### src/rtl/pipelined_controller.sv
// pipelined_controller
// Registered ID/EX control stage for the MIPS-subset CPU. Decodes one
// instruction per cycle into registered datapath controls, raises a
// combinational load-use hazard against the last issued instruction, and
// runs a RUN -> DRAIN -> HALTED sequence when a halt instruction is accepted.
module pipelined_controller #(
    parameter int ALU_OP_W     = 3,
    parameter int STALL_MODE   = 0,
    parameter int DRAIN_CYCLES = 3,
    parameter int HAZARD_EN    = 1
) (
    input  logic                clk,
    input  logic                rst_b,
    input  logic [31:0]         instruction,
    input  logic                instr_valid,
    input  logic                stall_b,
    input  logic                flush,
    output logic [ALU_OP_W-1:0] alu_op,
    output logic                mem_read,
    output logic                mem_write,
    output logic                mem_reg,
    output logic                reg_write,
    output logic                reg_dst,
    output logic                alu_src,
    output logic                branch,
    output logic                branch_ne,
    output logic                jump,
    output logic                link,
    output logic [4:0]          dest_reg,
    output logic                illegal,
    output logic                hazard_stall,
    output logic                halt
);

    // Primary opcodes
    localparam logic [5:0] OP_RTYPE = 6'h00;
    localparam logic [5:0] OP_J     = 6'h02;
    localparam logic [5:0] OP_JAL   = 6'h03;
    localparam logic [5:0] OP_BEQ   = 6'h04;
    localparam logic [5:0] OP_BNE   = 6'h05;
    localparam logic [5:0] OP_ADDI  = 6'h08;
    localparam logic [5:0] OP_LW    = 6'h23;
    localparam logic [5:0] OP_SW    = 6'h2b;
    localparam logic [5:0] OP_HALT  = 6'h3f;

    // R-type function codes
    localparam logic [5:0] FN_ADD = 6'h20;
    localparam logic [5:0] FN_SUB = 6'h22;
    localparam logic [5:0] FN_AND = 6'h24;
    localparam logic [5:0] FN_OR  = 6'h25;
    localparam logic [5:0] FN_SLT = 6'h2a;

    // ALU operation codes, zero-extended to the configured width
    localparam logic [ALU_OP_W-1:0] ALU_ADD = ALU_OP_W'(0);
    localparam logic [ALU_OP_W-1:0] ALU_NOP = ALU_OP_W'(1);
    localparam logic [ALU_OP_W-1:0] ALU_AND = ALU_OP_W'(2);
    localparam logic [ALU_OP_W-1:0] ALU_OR  = ALU_OP_W'(3);
    localparam logic [ALU_OP_W-1:0] ALU_SLT = ALU_OP_W'(4);
    localparam logic [ALU_OP_W-1:0] ALU_SUB = ALU_OP_W'(6);

    localparam logic [4:0] LINK_REG   = 5'd31;
    localparam logic [3:0] COUNT_INIT = 4'(DRAIN_CYCLES - 1);

    // One ID/EX control slot
    typedef struct packed {
        logic [ALU_OP_W-1:0] alu_op;
        logic                mem_read;
        logic                mem_write;
        logic                mem_reg;
        logic                reg_write;
        logic                reg_dst;
        logic                alu_src;
        logic                branch;
        logic                branch_ne;
        logic                jump;
        logic                link;
        logic [4:0]          dest_reg;
        logic                illegal;
    } ctrl_t;

    // Bubble: every control low except alu_op, which reads as nop
    localparam ctrl_t BUBBLE = ctrl_t'({ALU_NOP, 16'b0});

    typedef enum logic [1:0] {
        RUN    = 2'd0,
        DRAIN  = 2'd1,
        HALTED = 2'd2
    } state_t;

    // Instruction fields
    logic [5:0] opcode;
    logic [4:0] rs;
    logic [4:0] rt;
    logic [4:0] rd;
    logic [5:0] funct;
    logic       unused_bits;

    assign opcode      = instruction[31:26];
    assign rs          = instruction[25:21];
    assign rt          = instruction[20:16];
    assign rd          = instruction[15:11];
    assign funct       = instruction[5:0];
    // Shift amount is not used by any supported instruction
    assign unused_bits = ^instruction[10:6];

    // Registered state
    state_t     state_q;
    state_t     state_d;
    logic [3:0] count_q;
    logic [3:0] count_d;
    ctrl_t      ctrl_q;
    ctrl_t      ctrl_d;
    logic       halt_q;
    logic       halt_d;

    // Decoder results
    ctrl_t dec_ctrl;
    logic  dec_halt;
    logic  uses_rt;
    logic  load_match;

    // Decode the presented instruction into a control slot
    // NOTE: every combinational output gets a default first, so no path
    // through the case statements can leave a latch behind.
    always_comb begin
        dec_ctrl = BUBBLE;
        dec_halt = 1'b0;
        case (opcode)
            OP_RTYPE: begin
                dec_ctrl.reg_dst   = 1'b1;
                dec_ctrl.reg_write = 1'b1;
                dec_ctrl.dest_reg  = rd;
                case (funct)
                    FN_ADD:  dec_ctrl.alu_op = ALU_ADD;
                    FN_SUB:  dec_ctrl.alu_op = ALU_SUB;
                    FN_AND:  dec_ctrl.alu_op = ALU_AND;
                    FN_OR:   dec_ctrl.alu_op = ALU_OR;
                    FN_SLT:  dec_ctrl.alu_op = ALU_SLT;
                    default: begin
                        dec_ctrl         = BUBBLE;
                        dec_ctrl.illegal = 1'b1;
                    end
                endcase
            end
            OP_LW: begin
                dec_ctrl.mem_read  = 1'b1;
                dec_ctrl.mem_reg   = 1'b1;
                dec_ctrl.reg_write = 1'b1;
                dec_ctrl.alu_src   = 1'b1;
                dec_ctrl.alu_op    = ALU_ADD;
                dec_ctrl.dest_reg  = rt;
            end
            OP_SW: begin
                dec_ctrl.mem_write = 1'b1;
                dec_ctrl.alu_src   = 1'b1;
                dec_ctrl.alu_op    = ALU_ADD;
            end
            OP_ADDI: begin
                dec_ctrl.reg_write = 1'b1;
                dec_ctrl.alu_src   = 1'b1;
                dec_ctrl.alu_op    = ALU_ADD;
                dec_ctrl.dest_reg  = rt;
            end
            OP_BEQ: begin
                dec_ctrl.branch = 1'b1;
                dec_ctrl.alu_op = ALU_SUB;
            end
            OP_BNE: begin
                dec_ctrl.branch_ne = 1'b1;
                dec_ctrl.alu_op    = ALU_SUB;
            end
            OP_J: begin
                dec_ctrl.jump = 1'b1;
            end
            OP_JAL: begin
                dec_ctrl.jump      = 1'b1;
                dec_ctrl.link      = 1'b1;
                dec_ctrl.reg_write = 1'b1;
                dec_ctrl.dest_reg  = LINK_REG;
            end
            OP_HALT: begin
                dec_halt = 1'b1;
            end
            default: begin
                dec_ctrl.illegal = 1'b1;
            end
        endcase
    end

    // Load-use detection against the slot issued last cycle
    always_comb begin
        uses_rt    = (opcode == OP_RTYPE) || (opcode == OP_BEQ) ||
                     (opcode == OP_BNE)   || (opcode == OP_SW);
        load_match = ctrl_q.mem_read && (ctrl_q.dest_reg != 5'd0) &&
                     ((ctrl_q.dest_reg == rs) ||
                      (uses_rt && (ctrl_q.dest_reg == rt)));
        hazard_stall = (HAZARD_EN != 0) && load_match && !flush && stall_b &&
                       (state_q == RUN) && instr_valid;
    end

    // Next-state and next-slot selection in priority order
    always_comb begin
        state_d = state_q;
        count_d = count_q;
        ctrl_d  = BUBBLE;
        halt_d  = halt_q;
        if (flush) begin
            // A halt still draining was on the wrong path; resume
            if (state_q == DRAIN) begin
                state_d = RUN;
                count_d = 4'd0;
            end
        end else if (state_q != RUN) begin
            if (state_q == DRAIN) begin
                if (count_q == 4'd0) begin
                    state_d = HALTED;
                    halt_d  = 1'b1;
                end else begin
                    count_d = count_q - 4'd1;
                end
            end
        end else if (!stall_b) begin
            if (STALL_MODE != 0) begin
                // Hold the issued slot, but an illegal report is a single pulse
                ctrl_d         = ctrl_q;
                ctrl_d.illegal = 1'b0;
            end
        end else if (hazard_stall) begin
            ctrl_d = BUBBLE;
        end else if (instr_valid) begin
            if (dec_halt) begin
                state_d = DRAIN;
                count_d = COUNT_INIT;
            end else begin
                ctrl_d = dec_ctrl;
            end
        end
    end

    // State register and registered control slot, synchronous reset
    // NOTE: sequential state uses non-blocking assignments so every register
    // samples the pre-edge values of the others.
    always_ff @(posedge clk) begin
        if (!rst_b) begin
            state_q <= RUN;
            count_q <= 4'd0;
            ctrl_q  <= BUBBLE;
            halt_q  <= 1'b0;
        end else begin
            state_q <= state_d;
            count_q <= count_d;
            ctrl_q  <= ctrl_d;
            halt_q  <= halt_d;
        end
    end

    assign alu_op    = ctrl_q.alu_op;
    assign mem_read  = ctrl_q.mem_read;
    assign mem_write = ctrl_q.mem_write;
    assign mem_reg   = ctrl_q.mem_reg;
    assign reg_write = ctrl_q.reg_write;
    assign reg_dst   = ctrl_q.reg_dst;
    assign alu_src   = ctrl_q.alu_src;
    assign branch    = ctrl_q.branch;
    assign branch_ne = ctrl_q.branch_ne;
    assign jump      = ctrl_q.jump;
    assign link      = ctrl_q.link;
    assign dest_reg  = ctrl_q.dest_reg;
    assign illegal   = ctrl_q.illegal;
    assign halt      = halt_q;

endmodule

### config.mk
export PLATFORM = sky130hd
export DESIGN_NAME = pipelined_controller
export DESIGN_NICKNAME = d
export VERILOG_FILES = /design/src/rtl/pipelined_controller.sv
export SDC_FILE = /design/constraint.sdc
export NUM_CORES = 1
export LEC_CHECK = 0
export CAP_MARGIN = 10
export CORE_ASPECT_RATIO = 0.5
export CORE_MARGIN = 8
export CORE_UTILIZATION = 42
export DETAILED_ROUTE_END_ITERATION = 12
export GPL_TIMING_DRIVEN = 0
export PLACE_DENSITY = 0.79
export RECOVER_POWER = 100
export SLEW_MARGIN = 20
export SYNTH_ARGS = -nofsm -noshare
export SYNTH_HDL_FRONTEND = slang
export SYNTH_SLANG_ARGS = --single-unit
export TNS_END_PERCENT = 50
### constraint.sdc
create_clock -name clk -period 2.17 [get_ports clk]
set_clock_uncertainty 0.15 [all_clocks]
set_input_delay 0.217 -clock clk [delete_from_list [all_inputs] [get_ports clk]]
set_output_delay 0.217 -clock clk [all_outputs]
set_load 0.02 [all_outputs]
# After elaboration in Yosys (flattened, before gate mapping)

Index checks and enable logic that the tools add are counted.

Mux-type cells: 33
$mul: 0
$lt $le $gt $ge: 0
Add/subtract/negate cells: 1
Div/mod/pow operators: 0
Bitwise operators: 5
Reduce and logical (&&, ||, !) cells: 32
Eq/ne operators: 21
Shifts and indexed selects: 0

Operators with widths:

| kind                                                            | number |
|---|---|
| 6-bit == test, second input constant                            | 8 |
| 4-bit 2-to-1 mux                                                | 9 |
| 1-bit one-hot mux with 2 select lines                           | 10 |
| 2-bit 2-to-1 mux                                                | 9 |
| 8-bit OR reduction                                              | 2 |
| 3-bit one-hot mux with 5 select lines                           | 1 |
| 5-bit one-hot mux with 3 select lines                           | 1 |
| 7-bit AND reduction                                             | 2 |
| 13-bit 2-to-1 mux                                               | 1 |
| 6-bit by 2-bit == test with 1-bit output, second input constant | 2 |
| 6-bit by 3-bit == test with 1-bit output, second input constant | 2 |
| 5-bit == test                                                   | 2 |
| 3-bit one-hot mux with 3 select lines                           | 1 |
| 3-bit nonzero test                                              | 3 |
| 1-bit logical AND                                               | 7 |
| 7-bit OR reduction                                              | 1 |
| 6-bit by 4-bit == test with 1-bit output, second input constant | 1 |
| 6-bit logical NOT                                               | 1 |
| 3-bit by 2-bit != test with 1-bit output, second input constant | 2 |
| 2-bit OR reduction                                              | 3 |
| 3-bit OR reduction                                              | 2 |
| 1-bit inverter                                                  | 5 |
| 5-bit nonzero test                                              | 1 |
| 5-bit OR reduction                                              | 1 |
| 12 further kinds                                                | 15 |

Flip-flop bits (word level): 26
Bits in writable memories: 0
Output and inout port bits: 21
ROM bits: 0
Memories: 0
Input port bits: 37
Logic and storage cells: 108
Bits in latches: 0

# Longest topological paths before layout

Gate-level depths: netlist of the first run.

Depth after elaboration: 15
Mapped depth: 9

# Worst setup path after synthesis of the first run

OpenSTA, ideal clock, no wires.

Kind: reg-to-reg
Start: register ctrl_q, in the netlist dest_reg[1]
End: register ctrl_q, in the netlist branch
Stages on the path, launching flop included: 7
Arrival time: 1751 ps
Slack: 181 ps
Path buffers: 1
Path through: dfxtp_1 > or4_1 > o2111ai_2 > a21oi_2 > nand4bb_1 > buf_6 > nor4bb_4

Longest elaborated chain between the ends: 9
Elaborated cells between the ends (all ways): 12
Classes of those cells: eq/ne: 2; reduce/logical: 10

Ends and longest elaborated chain:

| item                               | RTL line | source |
|---|---|---|
| start: declaration                 | 111      | `ctrl_t ctrl_q;` |
| start signal: assignment           | 252      | `ctrl_q <= ctrl_d;` |
| 5-bit == test                      | 196      | `(uses_rt && (ctrl_q.dest_reg == rt)));` |
| 1-bit logical AND                  | 196      |  |
| 1-bit logical OR                   | 195      | `((ctrl_q.dest_reg == rs) \|\|` |
| 1-bit logical AND (*)              | 194      | `load_match = ctrl_q.mem_read && (ctrl_q.dest_reg != 5'd0) &&` |
| 1-bit logical AND (*) (3 in a row) | 197      | `hazard_stall = (HAZARD_EN != 0) && load_match && !flush && stall_b &&` |
| 1-bit logical AND (*)              | 198      | `(state_q == RUN) && instr_valid;` |
| 7-bit OR reduction (no line) (*)   | --       |  |

Mark *: on every way between the ends. The rest lies on a longest branch, timed or not.
A chain may end at the register's enable or synchronous reset.

# Worst setup path after layout of the first run

Start: input port instruction[26]
End: register count_q[1]

Longest elaborated chain between the ends: 13
Elaborated cells between the ends (all ways): 19
Classes of those cells: eq/ne: 5; mux: 1; reduce/logical: 13

Ends and longest elaborated chain:

| item                                                                          | RTL line | source |
|---|---|---|
| start: declaration                                                            | 14       | `input logic [31:0] instruction,` |
| 6-bit by 3-bit == test with 1-bit output or 6-bit logical NOT (tied branches) | 192      | `uses_rt = (opcode == OP_RTYPE) \|\| (opcode == OP_BEQ) \|\|` |
| 1-bit logical OR (2 in a row)                                                 | 192      |  |
| 1-bit logical OR                                                              | 193      | `(opcode == OP_BNE) \|\| (opcode == OP_SW);` |
| 1-bit logical AND                                                             | 196      |  |
| 1-bit logical OR                                                              | 195      |  |
| 1-bit logical AND                                                             | 194      |  |
| 1-bit logical AND (3 in a row)                                                | 197      |  |
| 1-bit logical AND                                                             | 198      |  |
| 3-bit by 2-bit != test with 1-bit output (no line)                            | --       |  |
| 7-bit AND reduction (no line) (*)                                             | --       |  |
| end signal: assignment                                                        | 251      | `count_q <= count_d;` |
| end: declaration                                                              | 109      | `logic [3:0] count_q;` |

Marked as above.

==> results.txt, run 1 <==
- The run finished, with violations left.
- Failing checks: setup timing
- Number of enable flip-flop cells after synthesis: 0
- Among all flip-flop cells after synthesis, the most frequent one is dfxtp_1.
- In the routed layout, each cell is associated on average with a via count of 5.33.
- Category of the worst setup path capture point: flip-flop
- Avg Synthesized Cell Area: just under 9 sq um
* Post-synth top area cell: dfxtp_1
- Setup repair after global routing could not meet its margin everywhere.
- At the worst endpoint, the required time is ~2.2 ns.
* Yosys warning count: 0
- For the pin with the worst max-slew slack, the measured transition is around 0.46 ns.
- Along the worst hold path, the cell count comes to 3.
- Dividing total power by cell area gives a power density of slightly above 400 nW/um^2.
- Path type of the worst min-delay path: input pin to flip-flop
* Die Footprint: between 5000 and 6000 sq um
- The number of global-route vias before repair is between 1k and 1.5k.
- Max FFs per register: 5
- After synthesis the netlist holds a flip-flop and latch count of 25.
- Post-synthesis instance area: around 1400 sq um
- Post-route worst setup slack: -0.00116 ns
- Counting flops with an async set or reset pin after synthesis yields a share of 0.
- In this run the number of H-tree levels came out at 1.
- Net count after synthesis: around 200
- The first global-routing pass estimated roughly 6600 microns of wire.
- The die is between 50 and 60 microns tall.
* Post-DR wirelength/cell: about 16 microns
- Layout net count: approximately 260
- The final count of pins violating max slew is 0.
- Final Cell Area: roughly 2200 sq um
- Number of standard cells after synthesis: ~160
* Top area cells in the synthesized netlist: dfxtp_1, xor2_1, a22oi_1
* Total Routed Length: 4160 microns
* Leading cell types in the layout, fill and taps excluded: dfxtp_1, clkdlybuf4s50_1, dlygate4sd3_1
- Worst Setup Start Kind: input pin
- The critical path is of the input pin to flip-flop type.
* Worst slack on hold paths: 0.0800 ns
* Grt total ovfl: 0
- In the final layout, the share of cells above drive strength 1 is 0.239.
- Once detail routing completed, the nets flagged for antenna violations numbered 0.
- TritonCTS clock tree: built
- The tree is rooted in a clkbuf_8.
- Clock-pin slew was measured on the worst setup and hold paths at ~0.10 ns.
- Instance area after placement: 1930 sq um
- TritonCTS buffer count: 3
- In this run the tightest slew margin relative to its limit is 0.694.
- STA puts the critical path data arrival time at about 2.2 ns.
- For this run, design rule violations remaining after detail routing come to 0.
* IO Count: 58
* Die X: ~97 microns
- Across the run, the number of max-cap violations was 0.
* Routability cong.: around 0.73
- For the finished layout, the period the worst path requires is between 2 and 2.5 ns.
- Total track usage: 0.140
* Count of input and output buffers: 49
* Final worst path period share: 1.00
- The pre-antenna-repair detailed-routing pass consisted of 4 iterations.
- Standard cell core area: between 3000 and 4000 sq um
- Buffers inserted to repair hold after CTS numbered 0.
* Total clock sinks: 25
- Yosys mapped the design onto 45 distinct sky130hd cell types.
- Leaving out fill and tap cells, the most frequent cell in the layout is dfxtp_1.
- In this run the static leakage power is around 0.88 nW.
* Final Hold Fails: 0
- Of the post-synthesis cell area, the dominant cell type holds 0.360.
* Sequential cell area fraction in the yosys report: 0.360
- Antenna fix cells: 0
* Endpoints failing setup: 1
- Worst Reg-to-Reg Cells: 8
* Antenna violations before repair: 0
- Derived from the worst setup path, the maximum achievable clock frequency is approximately 460 MHz.
- Estimated wirelength of the detail-placed design: ~2900 microns
- The floorplan has 14 rows.
- Entering global routing, the biggest net connects 16 pins.
* Syn-to-layout area delta: 60.6%
- The initial utilization of the core area, before any placement, comes to 0.450.
* Maximum root-to-sink buffer count: 2
* Drt initial violations: 45
- Detailed-route via count: 1397
- Critical path fanouts, max: 10
* Max rail drop VDD: roughly 0.27 mV
- The clock reaches the later pin of the worst-skew pair after 0.28 ns.
==> where the power goes <==
| part | total, mW | internal [mW] | switching [mW] | leakage [nW] |
|---|---|---|---|---|
| clock | 0.295 | 0.131 | 0.165 | 0.0217 |
| combinational | 0.151 | 0.0840 | 0.0669 | 0.658 |
| sequential | 0.459 | 0.458 | 0.000612 | 0.203 |
==> metal layers <==
metal  track usage  part of all wire  up-vias
met5             0                 0        -
met4        0.0256            0.0058        0
met3        0.0280             0.025        4
met2         0.263              0.53       26
met1         0.162              0.44      661
li1              -                 -      706
==> critical path: stages <==
cell and delay [ns]:
clkdlybuf4s50_1 0.49, buf_6 0.14, nand4_1 0.13, or2_4 0.26
or3_1 0.32, a21oi_2 0.18, nor3b_4 0.26, mux2i_1 0.22
==> final timing paths <==
kind,startpoint,to,slack [ns]
setup / recovery,instruction[26],count_q[1]$_SDFFE_PN0P_,-0.001
hold / removal,instruction[31],jump$_SDFF_PP0_,0.08
setup reg to reg,dest_reg[1]$_SDFF_PP0_,dest_reg[1]$_SDFF_PP0_,0.01
hold reg to reg,halt$_SDFFE_PN0P_,halt$_SDFFE_PN0P_,0.33
==> area by class of cell <==
| type | instances | area (sq um) |
|---|---|---|
| Buffer | 11 | 88.8 |
| Clock buffer | 3 | 41.3 |
| Clock inverter | 1 | 7.51 |
| Fill cell | 216 | 852 |
| Inverter | 4 | 15.0 |
| Multi-Input combinational cell | 119 | 922 |
| Sequential cell | 25 | 505 |
| Tap cell | 40 | 50.0 |
| Timing Repair Buffer | 59 | 601 |
==> synthesized netlist by cell type (4+ instances only) <==
library cell and count:
nand2b_1 4, xor2_1 8, a21oi_1 8, nor2b_1 6, nor4_1 6, nor3_1 7
nor2_1 12, dfxtp_1 25, o21ai_0 5, inv_1 4, nand2_1 11, nand3_1 6
a22oi_1 6
==> kinds of logic (layout without fill, tap and decap cells) <==
| kind of cell | after synthesis | count (layout) | share of synthesized area |
|---|---|---|---|
| muxes | 4 | 4 | 0.0297 |
| adders and majority gates | 1 | 1 | 0.00901 |
| and+or+nand+nor | 69 | 69 | 0.295 |
| xor gates and xnor gates | 10 | 10 | 0.0631 |
| buffers and inverters | 15 | 78 | 0.0667 |
| DFF | 25 | 25 | 0.360 |
| AOI/OAI and AO/OA | 35 | 35 | 0.177 |
==> timing repair <==
| item | CTS | global route |
|---|---|---|
| pin swaps | 7 | 7 |
| endpoints found under the setup margin | 6 | 21 |
| hold endpoints to repair | 0 | 0 |
| gates resized for setup | 19 | 25 |
| buffers inserted | 5 | 3 |
| cloned | 1 | 1 |
==> per-stage QoR <==
stage               total power [mW]  setup TNS [ns]  instances  setup WS (ns)   util
global route                   0.940          -0.673        262        -0.0988  0.724
floorplan                      0.532               0        159          0.181      -
global placement               0.602           -5.71        248         -0.618  0.626
detailed placement             0.603           -6.31        248         -0.648  0.626
finish                         0.905        -0.00116        262       -0.00116  0.724
CTS                            0.895         -0.0164        258       -0.00991  0.679
Note: power is estimated with default switching activity, not from simulation.
==> run 2: changes to the inputs <==
CORE_UTILIZATION = 46   (was 42)
PLACE_DENSITY = 0.85   (was 0.79)
TNS_END_PERCENT = 1   (was 50)
clock period = 2.8 ns   (was 2.17 ns; I/O delays follow)
==> run 2 against run 1 <==
  * The run now ends clean
  * Clock power fell by 25%
  * Utilization fell by 5.7 points
  * Hold slack improved by 0.063 ns
  * Die area fell by 6.8%
  * Non-clock buffer count fell by 10
  * Final area fell by 12%
  * Power fell by 25%
==> results.txt, run 2 (synthesis results as in run 1) <==
* Run status: finished clean
* Placed cell count: ~250
- Drt via density: 5.46
* Setup Crit Path Kind: input pin to primary output
- At the worst endpoint, the required time is 2.37 ns.
- Path type of the worst min-delay path: input pin to flip-flop
- For this block, the initial DRC count from the detailed router was 57.
* TritonCTS clock tree: built
* Total track usage: 0.141
- After detailed routing, the number of remaining DRC violations is 0.
* Overall power of the completed layout: a little under 700 uW
- After routing the design area is slightly below 2000 sq um.
- Highest layer used for signal routing: met4
- Height of the die: 54.9 microns
- Instance area after placement: ~1900 sq um
* Critical path data arrival time: 2.23 ns
- Subtracting the final worst setup slack from the clock period gives approximately 2.7 ns.
- Total power per unit cell area: 347 nW/um^2
- Number of search-and-repair iterations in the first detailed-routing pass: 4
* Routability cong.: roughly 0.79
* Worst slew margin relative to its limit: 0.521
* Antenna violations before repair: 0
* Die X: ~94 microns
- Finished Layout Cells: roughly 250
- Met2 Wirelength: ~1800 microns
- The detailed router put a total of around 1600 microns of wire on met1.
- Setup slack on the worst reg-to-reg path comes out at roughly 0.37 ns.
* Syn-to-layout area delta: 41.3%
- In the final routed layout, each cell accounts on average for between 10 and 15 microns.
* Clock slew at the register clock pins of the worst setup and hold paths: ~0.090 ns
* IO Count: 58
- In this run the worst setup path terminates at hazard_stall.
- Along the worst path, the maximum fanout reaches 5.
- The first global-routing pass estimated 5820 microns of wire.
- Worst Setup Start Kind: input pin
- Share of final-layout standard cells stronger than drive strength 1: 0.0802
* Starting utilization of the core area: 0.472
* Vias in the first global route: around 1.3k
- Worst slack on hold paths: approximately 0.14 ns
- Final antenna-violating net count: 0
- Category of the worst setup path capture point: primary output
* Launch point of the worst reg-to-reg path: dest_reg[2]$_SDFF_PP0_
- In the detailed route, the total length drawn on met3 is 157 microns.
- The clock reaches the later pin of the worst-skew pair after 0.28 ns.
* Final worst path period share: 0.950
- Number of violations of the max-capacitance limit: 0
- Highest achievable clock rate: 376 MHz
* Reg-to-reg endpoint: dest_reg[1]$_SDFF_PP0_
- At the end of the flow the core is filled with cells to 0.667.
- Final Hold Fails: 0
- In the layout the commonest cells are clkdlybuf4s50_1, dfxtp_1, dlygate4sd3_1.
- TritonCTS buffer count: 3
- Max rail drop VDD: 0.218 mV
- Cell at the root of the clock tree: clkbuf_8
- Setup repair after global routing left no endpoint under its margin.
- Leaving out fill and tap cells, the most frequent cell in the layout is clkdlybuf4s50_1.
- The register with the most flip-flops in the layout has 5 of them.
* Site Rows: 14
- In this run the number of H-tree levels came out at 1.
- Layout net count: around 250
- Total clock sinks: 25
- The clock passes through at most 2 buffers.
- Antenna fix cells: 0
* Launching element of the worst setup path: instruction[29]
* Estimated wirelength of the detail-placed design: around 3000 microns
- Fill cells in the final layout number 239.
- The final count of pins violating max slew was 0.
- Setup Fix Bufs, Post-CTS: 0
- Setup violations remaining at the end of the flow were counted as 0.
* Reported leakage power: ~0.75 nW
- Worst Reg-to-Reg Cells: 8
- Count of input and output buffers: a little under 50
- Grt total ovfl: 0
- Largest net degree at the start of global routing: 16
* Standard cell core area: 2940 sq um
* Detailed-route via count: 1375
- Die Footprint: about 5100 sq um
- Total Routed Length: approximately 3700 microns
* Slew at the pin closest to its max-slew limit: 0.714 ns
-- run 2: cell type report --
class	count	area, sq um	area share
inverters	4	15.0	0.00765
flip-flops and latches	25	500	0.255
repair buffers	49	489	0.249
plain buffers	11	70.1	0.0357
multi-input cells	119	788	0.402
clock inverters	1	7.51	0.00383
well taps	40	50.0	0.0255
clock buffers	3	41.3	0.0210
-- run 2: how the worst min path moves through the flow --
stage,startpoint,to,cells after the start
after floorplan,instruction[0],alu_op[0]$_SDFF_PP1_,2
after global placement,halt$_SDFFE_PN0P_,halt$_SDFFE_PN0P_,1
after detailed placement,count_q[1]$_SDFFE_PN0P_,count_q[1]$_SDFFE_PN0P_,2
after CTS,instruction[31],jump$_SDFF_PP0_,3
after global routing,instruction[31],jump$_SDFF_PP0_,3
final,instruction[31],jump$_SDFF_PP0_,3
-- run 2: critical path, stage by stage --
cell and delay [ns]:
clkdlybuf4s50_1 0.44, or3_1 0.40, o22ai_1 0.20, nand3_1 0.17, a21oi_4 0.24, and3_1 0.17, dlygate4sd2_1 0.33
-- run 2: layer usage --
layer	up-vias	GRT usage
met3	4	0.0383
met1	656	0.169
met2	30	0.245
met5	-	0
li1	685	-
met4	0	0.0442
-- run 2: metrics by stage --
step | setup WS [ns] | setup TNS, ns
after floorplan | 0.811 | 0
final | 0.141 | 0
after global placement | -0.119 | -0.119
after global routing | 0.0444 | 0
after CTS | 0.123 | 0
after detailed placement | -0.155 | -0.155
-- run 2: report_power, final --
group          total [mW]  internal (mW)  switching, mW
clock network       0.221          0.101          0.120
logic               0.103         0.0587         0.0445
registers           0.357          0.356       0.000429
-- run 2: timing repair --
action / in CTS / in global routing
endpoints found under the setup margin: 1 / 0
hold buffers: 0 / 0
resized for setup: 2 / 0
==> run 3: changes to the inputs <==
PLACE_DENSITY = 0.84   (was 0.85)
==> run 3 against run 2 <==
  * Highest routed layer unchanged
  * Utilization is 0.17 points higher
  * Final area is 0.26% higher
  * Via count stayed put
==> results.txt, run 3 (synthesis results as in run 1) <==
- The first global-routing pass estimated ~6300 microns of wire.
* Post-DR wirelength/cell: 15.2 microns
- Number of hold buffers added after cts: 0
- Max incr delay on CP: around 0.45 ns
* Setup Crit Path Kind: input pin to primary output
- Hold_sp: instruction[31]
* Antenna violations before repair: 0
- The number of global-route vias before repair was 1330.
- In this run the worst setup path terminates at hazard_stall.
- After floorplanning, the core was divided into 14 placement rows.
- Standard cell core area: about 2900 sq um
* Number of remaining DRC errors: 0
- Setup Slack @ Placement: -0.158 ns
* Data required time at the worst endpoint: about 2.4 ns
* FF-to-FF setup slack: 0.43 ns
- Final antenna-violating net count: 0
- Final core utilization: 0.668
- Detailed-route via count: between 1k and 1.5k
- TritonCTS built the clock tree.
- Crit-path leading delay family: buffers and inverters
- Entering global routing, the biggest net connects 16 pins.
- Max rail drop VDD: around 0.21 mV
- RSZ-0062 raised after global routing: false
- At the end of the flow, the number of nets in the layout was about 250.
- Hold is met by 0.145 ns.
- The worst setup path is captured at a primary output.
* Count of input and output buffers: 49
- The number of placed instances, taps included, is approximately 250.
- The register with the most flip-flops in the layout has 5 of them.
* IO Count: 58
- Final worst path period share: 0.956
- Syn-to-layout area delta: 41.6%
- In this run the power spent charging and discharging nets is 163 uW.
* Reg-to-reg endpoint: dest_reg[3]$_SDFF_PP0_
* Worst slew margin relative to its limit: 0.505
* Insertion delay of the later-clocked pin in the worst-skew pair: 0.27 ns
* Launching element of the worst setup path: instruction[29]
- The final count of pins violating max slew is 0.
- Reported leakage power: ~0.76 nW
* H-tree levels: 1
- Dividing the detail-routed via count by the number of cells gives ~5.5.
- Buffers and inverters on the worst path: 2
* Total power per unit cell area: around 350 nW/um^2
* Maximum root-to-sink buffer count: 2
* Endpoints failing setup: 0
- Die Footprint: roughly 5000 sq um
- Most frequent standard cell in the layout excluding fill and tap cells: clkdlybuf4s50_1
- Number of search-and-repair iterations in the first detailed-routing pass: 4
- Timing would allow up to roughly 370 MHz.
* Final critical delay including setup and external delays: about 2.7 ns
* Leading cell types in the layout, fill and taps excluded: clkdlybuf4s50_1, dfxtp_1, dlygate4sd3_1
- Die X: between 90 and 100 microns
- Clock slew at the register clock pins of the worst setup and hold paths: around 0.09 ns
- Seq pwr share: 0.525
* TritonCTS buffer count: 3
- The flow ran to the end, and the final reports show no timing, DRC or antenna violations.
- On the critical path, the stage with the largest delay is an instance of clkdlybuf4s50_1.
- Total Routed Length: ~3800 microns
- Internal power comes to ~520 uW.
- Cell at the root of the clock tree: clkbuf_8
- Estimated wirelength of the detail-placed design: ~3200 microns
- The worst setup path is launched from an input pin.
- Of the total power, the clock network draws 0.322.
* Final Hold Fails: 0
* Slew at the pin closest to its max-slew limit: between 0.7 and 0.8 ns
* Critical path data arrival time: 2.25 ns
- The die is 54.9 microns tall.
- Grt total ovfl: 0
- After layout, the worst setup slack is around 0.12 ns.
- Max-cap violations in this run came to 0.
- The initial utilization of the core area, before any placement, comes to 0.472.
- The critical path crosses 7 cells after its start point.
- For this run, the total global-route usage over all layers was measured as 0.152.
* Share of final-layout standard cells stronger than drive strength 1: 0.0849
- Antenna fix cells: 0
- Of the total power, combinational logic draws 0.153.
- The finished layout holds about 250 standard cells, fillers aside.
- The number of cells on the worst reg-to-reg path is 8.
- The worst register-to-register path begins at dest_reg[3]$_SDFF_PP0_.
- Of the total power, the share spent switching nets is 0.240.
- At the end of routability-driven placement, the weighted congestion stood at 0.807.
- The critical path goes through clkdlybuf4s50_1 -> or3_1 -> o22ai_1 -> nand3_1 -> a21oi_4 -> and3_1 -> dlygate4sd2_1.
- The tightest min-delay check is of the input pin to flip-flop type.
- Of all nets on the critical path, the largest fanout is 5.
* Total clock sinks: 25
- For this block, the initial DRC count from the detailed router was between 80 and 90.
## run 3: changes by cell type in the layout (fill, tap and decap cells not counted)
cell | previous run | this run
nor3b_1 | 1 | 0
nor3b_2 | 0 | 1
## run 3: cell type report
type,count,area (sq um)
buffer,11,70.1
inverter,4,15.0
timing repair buffer,49,489
multi-input combinational,119,793
sequential,25,500
fill,252,976
tap,40,50.0
clock inverter,1,7.51
clock buffer,3,41.3
## run 3: metrics by stage
stage | area (sq um) | TNS (ns) | power (mW)
2_1_floorplan | 1390 | 0 | 0.412
3_3_place_gp | 1930 | -0.117 | 0.466
3_5_place_dp | 1930 | -0.158 | 0.469
4_1_cts | 1980 | 0 | 0.687
5_1_grt | 1970 | 0 | 0.710
6_report | 1970 | 0 | 0.679
## run 3: worst register-to-register path: cells and delay by family, from the launching register on
| family | cells | cell delay, ns |
|---|---|---|
| simple gates | 3 | 0.62 |
| xor+xnor | 1 | 0.16 |
| compound gates | 2 | 0.30 |
| flops | 1 | 0.36 |
| buf+inv | 2 | 0.67 |
## run 3: layer usage
| layer | up-vias | wire [microns] | track usage | share of wire |
|---|---|---|---|---|
| met5 | - | 0 | 0 | 0 |
| met4 | 0 | 23 | 0.0416 | 0.0060 |
| met3 | 4 | 137 | 0.0328 | 0.036 |
| met2 | 33 | 2020 | 0.286 | 0.53 |
| met1 | 656 | 1650 | 0.176 | 0.43 |
| li1 | 682 | - | - | - |
## run 3: timing repair
| action | CTS | global route |
|---|---|---|
| endpoints found under the setup margin | 1 | 0 |
| setup buffers | 0 | 0 |
| gates resized for setup | 2 | 0 |
## run 3: how the worst min path moves through the flow
stage	endpoint	slack (ns)	cells after the start
final	jump$_SDFF_PP0_	0.15	3
after global routing	jump$_SDFF_PP0_	0.16	3
after CTS	jump$_SDFF_PP0_	0.15	3
after detailed placement	count_q[1]$_SDFFE_PN0P_	0.32	2
after global placement	halt$_SDFFE_PN0P_	0.30	1
after floorplan	alu_op[0]$_SDFF_PP1_	0.29	2
## run 3: power by group through the flow
stage | registers (mW) | clock network [mW] | logic (mW)
final | 0.356 | 0.218 | 0.104
after CTS | 0.357 | 0.225 | 0.105
after detailed placement | 0.365 | 0 | 0.104
after floorplan | 0.366 | 0 | 0.0465
after global routing | 0.357 | 0.241 | 0.112
after global placement | 0.365 | 0 | 0.101
